==> src/rtl/mem_burst_master_pkg.sv <==
// Shared definitions for mem_burst_master: FSM state encoding, the data
// word width and the default address/length field widths.
package mem_burst_master_pkg;

  localparam int DATA_W           = 16;
  localparam int ADDR_SIZE_DEFAULT = 16;
  localparam int LEN_SIZE_DEFAULT  = 8;

  typedef enum logic [2:0] {
    ST_IDLE  = 3'd0,
    ST_WRITE = 3'd1,
    ST_READ  = 3'd2,
    ST_DRAIN = 3'd3,
    ST_DONE  = 3'd4
  } state_t;

endpackage

==> src/rtl/mem_burst_master.sv <==
// mem_burst_master: burst initiator for the word-addressed memory block.
// Accepts one read or write burst command at a time and sequences the
// memory's address/load/out_en/data_in pins, capturing the memory's
// registered data_out into rd_data.
//
// Ports:
//   clk, reset            clock, asynchronous active-low reset
//   cmd_valid/cmd_ready   command handshake (ready only in IDLE)
//   cmd_write/addr/len    burst direction, first address, length-1
//   wr_data/valid/ready   write word stream (ready only in WRITE)
//   rd_data/rd_valid      read word stream, no backpressure
//   busy, done            not-idle flag, one-cycle completion pulse
//   mem_*                 memory pins (address, load, out_en, data_in/out)
module mem_burst_master
  import mem_burst_master_pkg::*;
#(
  parameter int address_size = ADDR_SIZE_DEFAULT,
  parameter int len_size     = LEN_SIZE_DEFAULT
) (
  input  logic                    clk,
  input  logic                    reset,
  input  logic                    cmd_valid,
  output logic                    cmd_ready,
  input  logic                    cmd_write,
  input  logic [address_size-1:0] cmd_addr,
  input  logic [len_size-1:0]     cmd_len,
  input  logic [DATA_W-1:0]       wr_data,
  input  logic                    wr_valid,
  output logic                    wr_ready,
  output logic [DATA_W-1:0]       rd_data,
  output logic                    rd_valid,
  output logic                    busy,
  output logic                    done,
  output logic [address_size-1:0] mem_address,
  output logic                    mem_load,
  output logic                    mem_out_en,
  output logic [DATA_W-1:0]       mem_data_in,
  input  logic [DATA_W-1:0]       mem_data_out
);

  state_t                  state_q, state_d;
  logic [address_size-1:0] addr_q, addr_d;
  logic [len_size-1:0]     cnt_q, cnt_d;
  logic                    issue_q;
  logic [DATA_W-1:0]       rd_data_q;
  logic                    rd_valid_q;

  // NOTE: sequential state uses non-blocking (<=) so every register samples
  // pre-edge values; blocking here would make ordering between blocks matter.
  always_ff @(posedge clk or negedge reset) begin
    if (!reset) begin
      state_q <= ST_IDLE;
      addr_q  <= '0;
      cnt_q   <= '0;
    end else begin
      state_q <= state_d;
      addr_q  <= addr_d;
      cnt_q   <= cnt_d;
    end
  end

  // Read pipeline: issue_q marks the edge at which the memory captured a
  // word; one edge later that word is on mem_data_out and gets registered.
  always_ff @(posedge clk or negedge reset) begin
    if (!reset) begin
      issue_q    <= 1'b0;
      rd_valid_q <= 1'b0;
      rd_data_q  <= '0;
    end else begin
      issue_q    <= (state_q == ST_READ);
      rd_valid_q <= issue_q;
      if (issue_q) rd_data_q <= mem_data_out;
    end
  end

  // NOTE: every output of this block gets a default before the case so no
  // path leaves a signal unassigned, which would infer a latch.
  always_comb begin
    state_d    = state_q;
    addr_d     = addr_q;
    cnt_d      = cnt_q;
    cmd_ready  = 1'b0;
    wr_ready   = 1'b0;
    mem_load   = 1'b0;
    mem_out_en = 1'b0;
    done       = 1'b0;
    unique case (state_q)
      ST_IDLE: begin
        cmd_ready = 1'b1;
        if (cmd_valid) begin
          addr_d  = cmd_addr;
          cnt_d   = cmd_len;
          state_d = cmd_write ? ST_WRITE : ST_READ;
        end
      end
      ST_WRITE: begin
        wr_ready = 1'b1;
        mem_load = wr_valid;
        if (wr_valid) begin
          addr_d = addr_q + address_size'(1);
          // Terminal test at zero keeps the count from ever wrapping.
          if (cnt_q == '0) state_d = ST_DONE;
          else             cnt_d   = cnt_q - len_size'(1);
        end
      end
      ST_READ: begin
        mem_out_en = 1'b1;
        addr_d     = addr_q + address_size'(1);
        if (cnt_q == '0) state_d = ST_DRAIN;
        else             cnt_d   = cnt_q - len_size'(1);
      end
      // Lets the last issued word travel through the capture register so
      // its rd_valid lines up with done.
      ST_DRAIN: state_d = ST_DONE;
      ST_DONE: begin
        done    = 1'b1;
        state_d = ST_IDLE;
      end
      default: state_d = ST_IDLE;
    endcase
  end

  assign busy        = (state_q != ST_IDLE);
  assign mem_address = addr_q;
  assign mem_data_in = wr_data;
  assign rd_data     = rd_data_q;
  assign rd_valid    = rd_valid_q;

endmodule
==> config.mk <==
export PLATFORM = sky130hd
export DESIGN_NAME = mem_burst_master
export DESIGN_NICKNAME = d
export VERILOG_FILES = /design/src/rtl/mem_burst_master_pkg.sv /design/src/rtl/mem_burst_master.sv
export SDC_FILE = /design/constraint.sdc
export NUM_CORES = 1
export LEC_CHECK = 0
export ABC_AREA = 1
export BUFFER_PORTS_ARGS = -buffer_cell sky130_fd_sc_hd__buf_2
export CAP_MARGIN = 40
export CELL_PAD_IN_SITES_DETAIL_PLACEMENT = 2
export CELL_PAD_IN_SITES_GLOBAL_PLACEMENT = 2
export CORE_MARGIN = 10
export CORE_UTILIZATION = 23
export DETAILED_ROUTE_END_ITERATION = 6
export PLACE_DENSITY = 0.77
export SYNTH_ARGS = -nofsm -noshare
export SYNTH_HDL_FRONTEND = slang
export SYNTH_SLANG_ARGS = --single-unit
==> constraint.sdc <==
create_clock -name clk -period 1.3 [get_ports clk]
set_clock_uncertainty 0.1 [all_clocks]
set_input_delay 0.13 -clock clk [delete_from_list [all_inputs] [get_ports clk]]
set_output_delay 0.13 -clock clk [all_outputs]
set_load 0.02 [all_outputs]
== Word-level counts from Yosys, hierarchy flattened ==
Cells that the tools add are included.
Widths: inputs -> output; s select.
Cells by class
  $add $sub $neg: 2
  eq/ne operators: 8
  multiplexer cells: 18
  reduce and logical (&&, ||, !) cells: 6
Operators with widths (count)
  $pmux 16 s3: 1
  $mux 16: 2
  $mux 8: 3
  $pmux 8 s3: 1
  $add 16x1->16 const B: 1
  $mux 3: 4
  $pmux 3 s4: 1
  $logic_not 8->1: 1
  $sub 8x1->8 const B: 1
  $eq 3x2->1 const B: 2
  $ne 2x2->1 const B: 3
  $reduce_bool 3->1: 2
  $mux 1: 5
  $reduce_and 4->1: 1
  $eq 3x1->1 const B: 1
  $eq 3x3->1 const B: 1
  $logic_not 3->1: 1
  $reduce_and 3->1: 1
  $mux 2: 1
  $ne 2x1->1 const B: 1
Storage, ports and cells
  flip-flop bits (word level): 45
  bits of input ports: 61
  word-level logic and storage cells: 40

== Logic depth before layout (Yosys ltp) ==
  depth in word-level cells: 4
  gate-level depth with buffers: 10

== Worst setup path after synthesis ==
OpenSTA, ideal clock, no wires.
  path type: register -> register
  start: register addr_q[1] (netlist: mem_address[1])
  end: register addr_q[10] (netlist: mem_address[10])
  setup time: 126 ps
  data arrival time: 1391 ps
  setup slack: -317 ps
  cell stages (with the launch flop): 9
  path buffers: 0
  cell sequence: dfrtp_1 > ha_1 > nand3_1 > nor2_2 > nand3_1 > nand2_1 > nand2_1 > nand2_1 > o21ai_0
Between the ends
  cells in the longest elaborated chain, start to end: 3
RTL lines
  start: declaration: line mem_burst_master.sv:42  | logic [address_size-1:0] addr_q, addr_d;
  start signal: assignment: line mem_burst_master.sv:57  | addr_q <= addr_d;
  $add 16x1->16 (*): line mem_burst_master.sv:100, mem_burst_master.sv:108
  $mux 16: line mem_burst_master.sv:99  | if (wr_valid) begin
  $pmux 16 s3 (*): line mem_burst_master.sv:87  | unique case (state_q)
Every way passes the cells marked *; elsewhere a longest branch is shown, timed or not. The select of a mux whose other input is x is not followed.
A chain may end at the register's enable or synchronous reset.

== Worst setup path after layout ==
  start: register state_q[2]
  end: register addr_q[7] (netlist: mem_address[7])
Between the ends
  cells in the longest elaborated chain, start to end: 3
  elaborated cells between the ends (all ways): 8
  classes of those cells: eq/ne (4); mux (1); reduce/logical (3)
RTL lines
  start: declaration: line mem_burst_master.sv:41  | state_t state_q, state_d;
  start signal: assignment: line mem_burst_master.sv:56  | state_q <= state_d;
  $eq 3x1->1 (tied with other cells): line mem_burst_master.sv:87
  $ne 2x2->1 (no source line) / $reduce_bool 3->1 (equally long branches)
  $reduce_and 3->1 (no source line)
Parallel ways exist; a longest one is shown, timed or not.

==> results.py <==
metrics = {
    "cells_and_area": {
        "commonest_non_fill_non_tap_cell_in_the_layout": "nand2_1",
        "multi_input_area_um2": 1490,
        "register_area_um2": 1140,
        "antenna_cells": 0,
        "synthToLayoutAreaGrowth_pct": 65.1,
        "layout_common_cells": "95 x nand2_1, 76 x buf_2, 62 x buf_4, 43 x nor2_1, 37 x dfrtp_1",
        "fin_cells": 659,
        "layout-drive-gt1-share_pct": 48.4,
        "n_fill_cell": 1280,
        "final_net_count": 579,
    },
    "global_routing": {
        "largest_net_degree_at_the_start_of_global_routing": 46,
        "grt_first_pass_wirelength_um": 17600,
        "aggregate_global_routing_overflow": 0,
        "grt_pass1_vias": 3316,
        "antenna_found_initial": 0,
        "gr-usage-all-layers_pct": 13.3,
    },
    "min_path": {
        "hold_depth": 5,
        "holdCritPathClass": "in2reg",
    },
    "die": {
        "die_area_um2": 16600,
        "fp.dieH_um": 129,
        "ios": 116,
        "rows": 39,
        "coreArea_um2": 11500,
        "initial_utilization_pct": 23.6,
        "chipWidth_um": 129,
    },
    "place": {
        "numPlacedInstances": 613,
        "io_buffer_count": 83,
        "hpwlAfterDp_um": 8060,
        "post-place-ws_ns": -0.328,
        "global_placer_s_final_weighted_congestion": 0.824,
    },
    "logic_synthesis": {
        "synth_async_sr_flop_share_pct": 100,
        "synth_sequential_area_ratio_pct": 41.4,
        "post_synth_xor_area_fraction_pct": 1.93,
        "synth_compound_gate_area_share_pct": 6.12,
        "synth_edf_count": 0,
        "synth_top_flop_cell": "dfrtp_1",
        "netlist_instances": 352,
        "post_synth_and_or_nand_nor_area_fraction_pct": 31.5,
        "syn-mean-instance-area_um2": 7.72,
        "yosys.area_share.adder_pct": 1.38,
        "synth_nets": 416,
        "synth-seq-cells": 45,
        "netlist-cell-type-count": 30,
        "dominant_combinational_cell_family_by_area_after_synthesis": "simple AND/OR/NAND/NOR gates",
        "yosys_warnings": 0,
        "synthMuxAreaShare_pct": 6.63,
        "mappedNetlistArea_um2": 2720,
    },
    "sta": {
        "post-route-min-period_ns": 1.67,
        "slew_viols_final": 0,
        "worst_pin_slew_ns": 0.311,
        "unrepaired_setup_endpoints_after_global_routing": "yes",
        "timing.setup.tns_ns": -9.22,
        "layout_setup_ws_ns": -0.369,
        "finalSetupViolCount": 34,
        "slew_headroom_pct": 79.0,
        "timing.final.crit_share_pct": 128,
        "max_freq_mhz": 599,
        "final-hold-violation-count": 0,
    },
    "cts": {
        "clk_pin_slew_ns": 0.07,
        "cts-htree-levels": 2,
        "clock_tree_from_tritoncts": "yes",
        "ctsRootBufferMaster": "clkbuf_16",
        "cts_max_path_buffers": 2,
        "clock_insertion_delay_worst_skew_ns": 0.29,
        "cts.sink_count": 45,
        "cts_inserted_buffers": 5,
    },
    "flow_run": {
        "maxCapViolations": 0,
    },
    "detailed_routing": {
        "routedWlPerCell_um": 19.1,
        "wirelength_um": 12600,
        "detail-route-antenna-nets": 0,
        "via_per_inst": 4.56,
        "vias": 3007,
        "initialDrtViolationCount": 80,
        "drt_drc_violations_left": 0,
        "router_iterations_before_antenna_repair": 4,
    },
    "outcome": {
        "violations": "negative setup slack",
        "outcome": "finished with violations",
    },
    "power_and_ir_drop": {
        "power_leakage_nw": 2.26,
        "powerDensity_nw_per_um2": 3190,
        "peak_supply_drop_v": 0.00119,
    },
    "setup_path": {
        "timing_worst_setup_path_type": "reg2reg",
        "cp_common_cell": "nand2_1",
        "stage_delay_of_the_slowest_cell_on_the_critical_path_ns": 0.45,
        "path_cells": "nor2_4 -> nand3b_4 -> nand3_4 -> buf_4 -> clkbuf_16 -> nor2_1 -> nand2_1 -> nand2_1",
        "crit_cells": 8,
        "path_delay_family": "simple AND/OR/NAND/NOR gates",
        "cp_max_fo": 12,
        "path_buf_inv": 2,
        "cp_slowest_cell": "dfrtp_2",
        "cp.required_ns": 1.38,
        "arrival_time_of_the_worst_setup_path_ns": 1.75,
        "crit_path_end_kind": "register",
        "worst_r2r_path_depth": 8,
        "crit_path_start_kind": "register",
    },
}
-- synthesized netlist by cell type, types with 2 or more instances --
cell	n	share of area [%]
ha_1	3	1.4
nor2_2	3	0.69
dfrtp_1	45	41
mux2_2	16	6.6
nand3_1	24	4.4
xnor2_1	3	0.97
inv_1	28	3.9
xor2_1	3	0.97
o21ai_1	4	0.74
a21oi_1	2	0.37
buf_4	19	5.2
buf_6	2	0.83
nand2_1	103	14
inv_2	3	0.41
buf_2	3	0.55
or2_2	2	0.46
nand2_4	2	0.83
nand4_1	5	1.2
nand3_2	2	0.74
o21ai_2	4	1.3
nor3_1	2	0.37
o21ai_0	16	2.9
nor2_1	50	6.9
o211ai_1	2	0.55
-- worst min-delay path: cells and delay by family --
kind | cells | cell delay, ns
buffers and inverters | 1 | 0.07
AND/OR/NAND/NOR | 4 | 0.22
-- report_power, final --
group	total, mW	switching, mW	internal (mW)
clock	1.53	0.564	0.962
sequential	2.82	0.628	2.19
combinational	9.98	5.57	4.41
total	14.3	6.76	7.56
-- logic make-up (layout without fill, tap and decap cells) --
logic type	Yosys count	in the layout
adder cells (fa/ha/maj)	3	3
flip-flops	45	45
AND/OR/NAND/NOR	197	197
buffers and inverters	56	220
AO/OA/AOI/OAI	29	29
multiplexers	16	16
XOR/XNOR	6	6
-- metal layers --
layer  GRT usage, %  routed length (um)  up-vias
li1               -                   -     1430
met1           14.2                4920     1484
met2           25.3                6770       72
met3           3.33                 590       21
met4           3.41                 291        0
met5              0                   0        -
-- final cells by class --
cell class / instances / share of cell area [%]
multi-input combinational: 251 / 33.2
timing repair buffer: 181 / 30.8
sequential: 45 / 25.3
tap: 143 / 3.99
clock buffer: 7 / 3.18
inverter: 31 / 2.90
clock inverter: 1 / 0.669
-- timing repair --
action | 4_1_cts | 5_1_grt
pin swaps | 4 | 11
resized for setup | 37 | 44
buffers inserted | 4 | 15
hold endpoints to repair | 62 | 0
cloned | 0 | 2
hold buffers | 18 | 0
endpoints found under the setup margin | 33 | 34
-- worst paths after layout --
check | start | end | slack, ns
hold reg to reg | rd_data[6] | rd_data[6] | 0.41
setup reg to reg | state_q[2] | mem_address[7] | -0.37
setup / recovery | state_q[2] | mem_address[7] | -0.37
hold / removal | cmd_len[6] | cnt_q[6] | 0.06
max in group asynchronous | reset | mem_address[2] | 0.59
min in group asynchronous | reset | cnt_q[5] | 0.24
-- stage by stage --
stage / total power, mW / hold slack, ns / cell area [um^2] / util (%)
3_5_place_dp: 10.8 / 0.0417 / 3670 / 31.9
4_1_cts: 12.9 / 0.0575 / 4170 / 36.2
5_1_grt: 15.4 / 0.0780 / 4490 / 39.0
6_report: 14.3 / 0.0579 / 4490 / 39.0
2_1_floorplan: 7.38 / -0.266 / 2770 / -
3_3_place_gp: 10.3 / 0.0362 / 3670 / 31.9
-- registers in the layout, indices dropped and copies added (netlist names) --
name,cells
state_q,3
mem_address,16
cnt_q,8
rd_data,16
issue_q,1
rd_valid,1
Power figures use the tool's default switching activity.
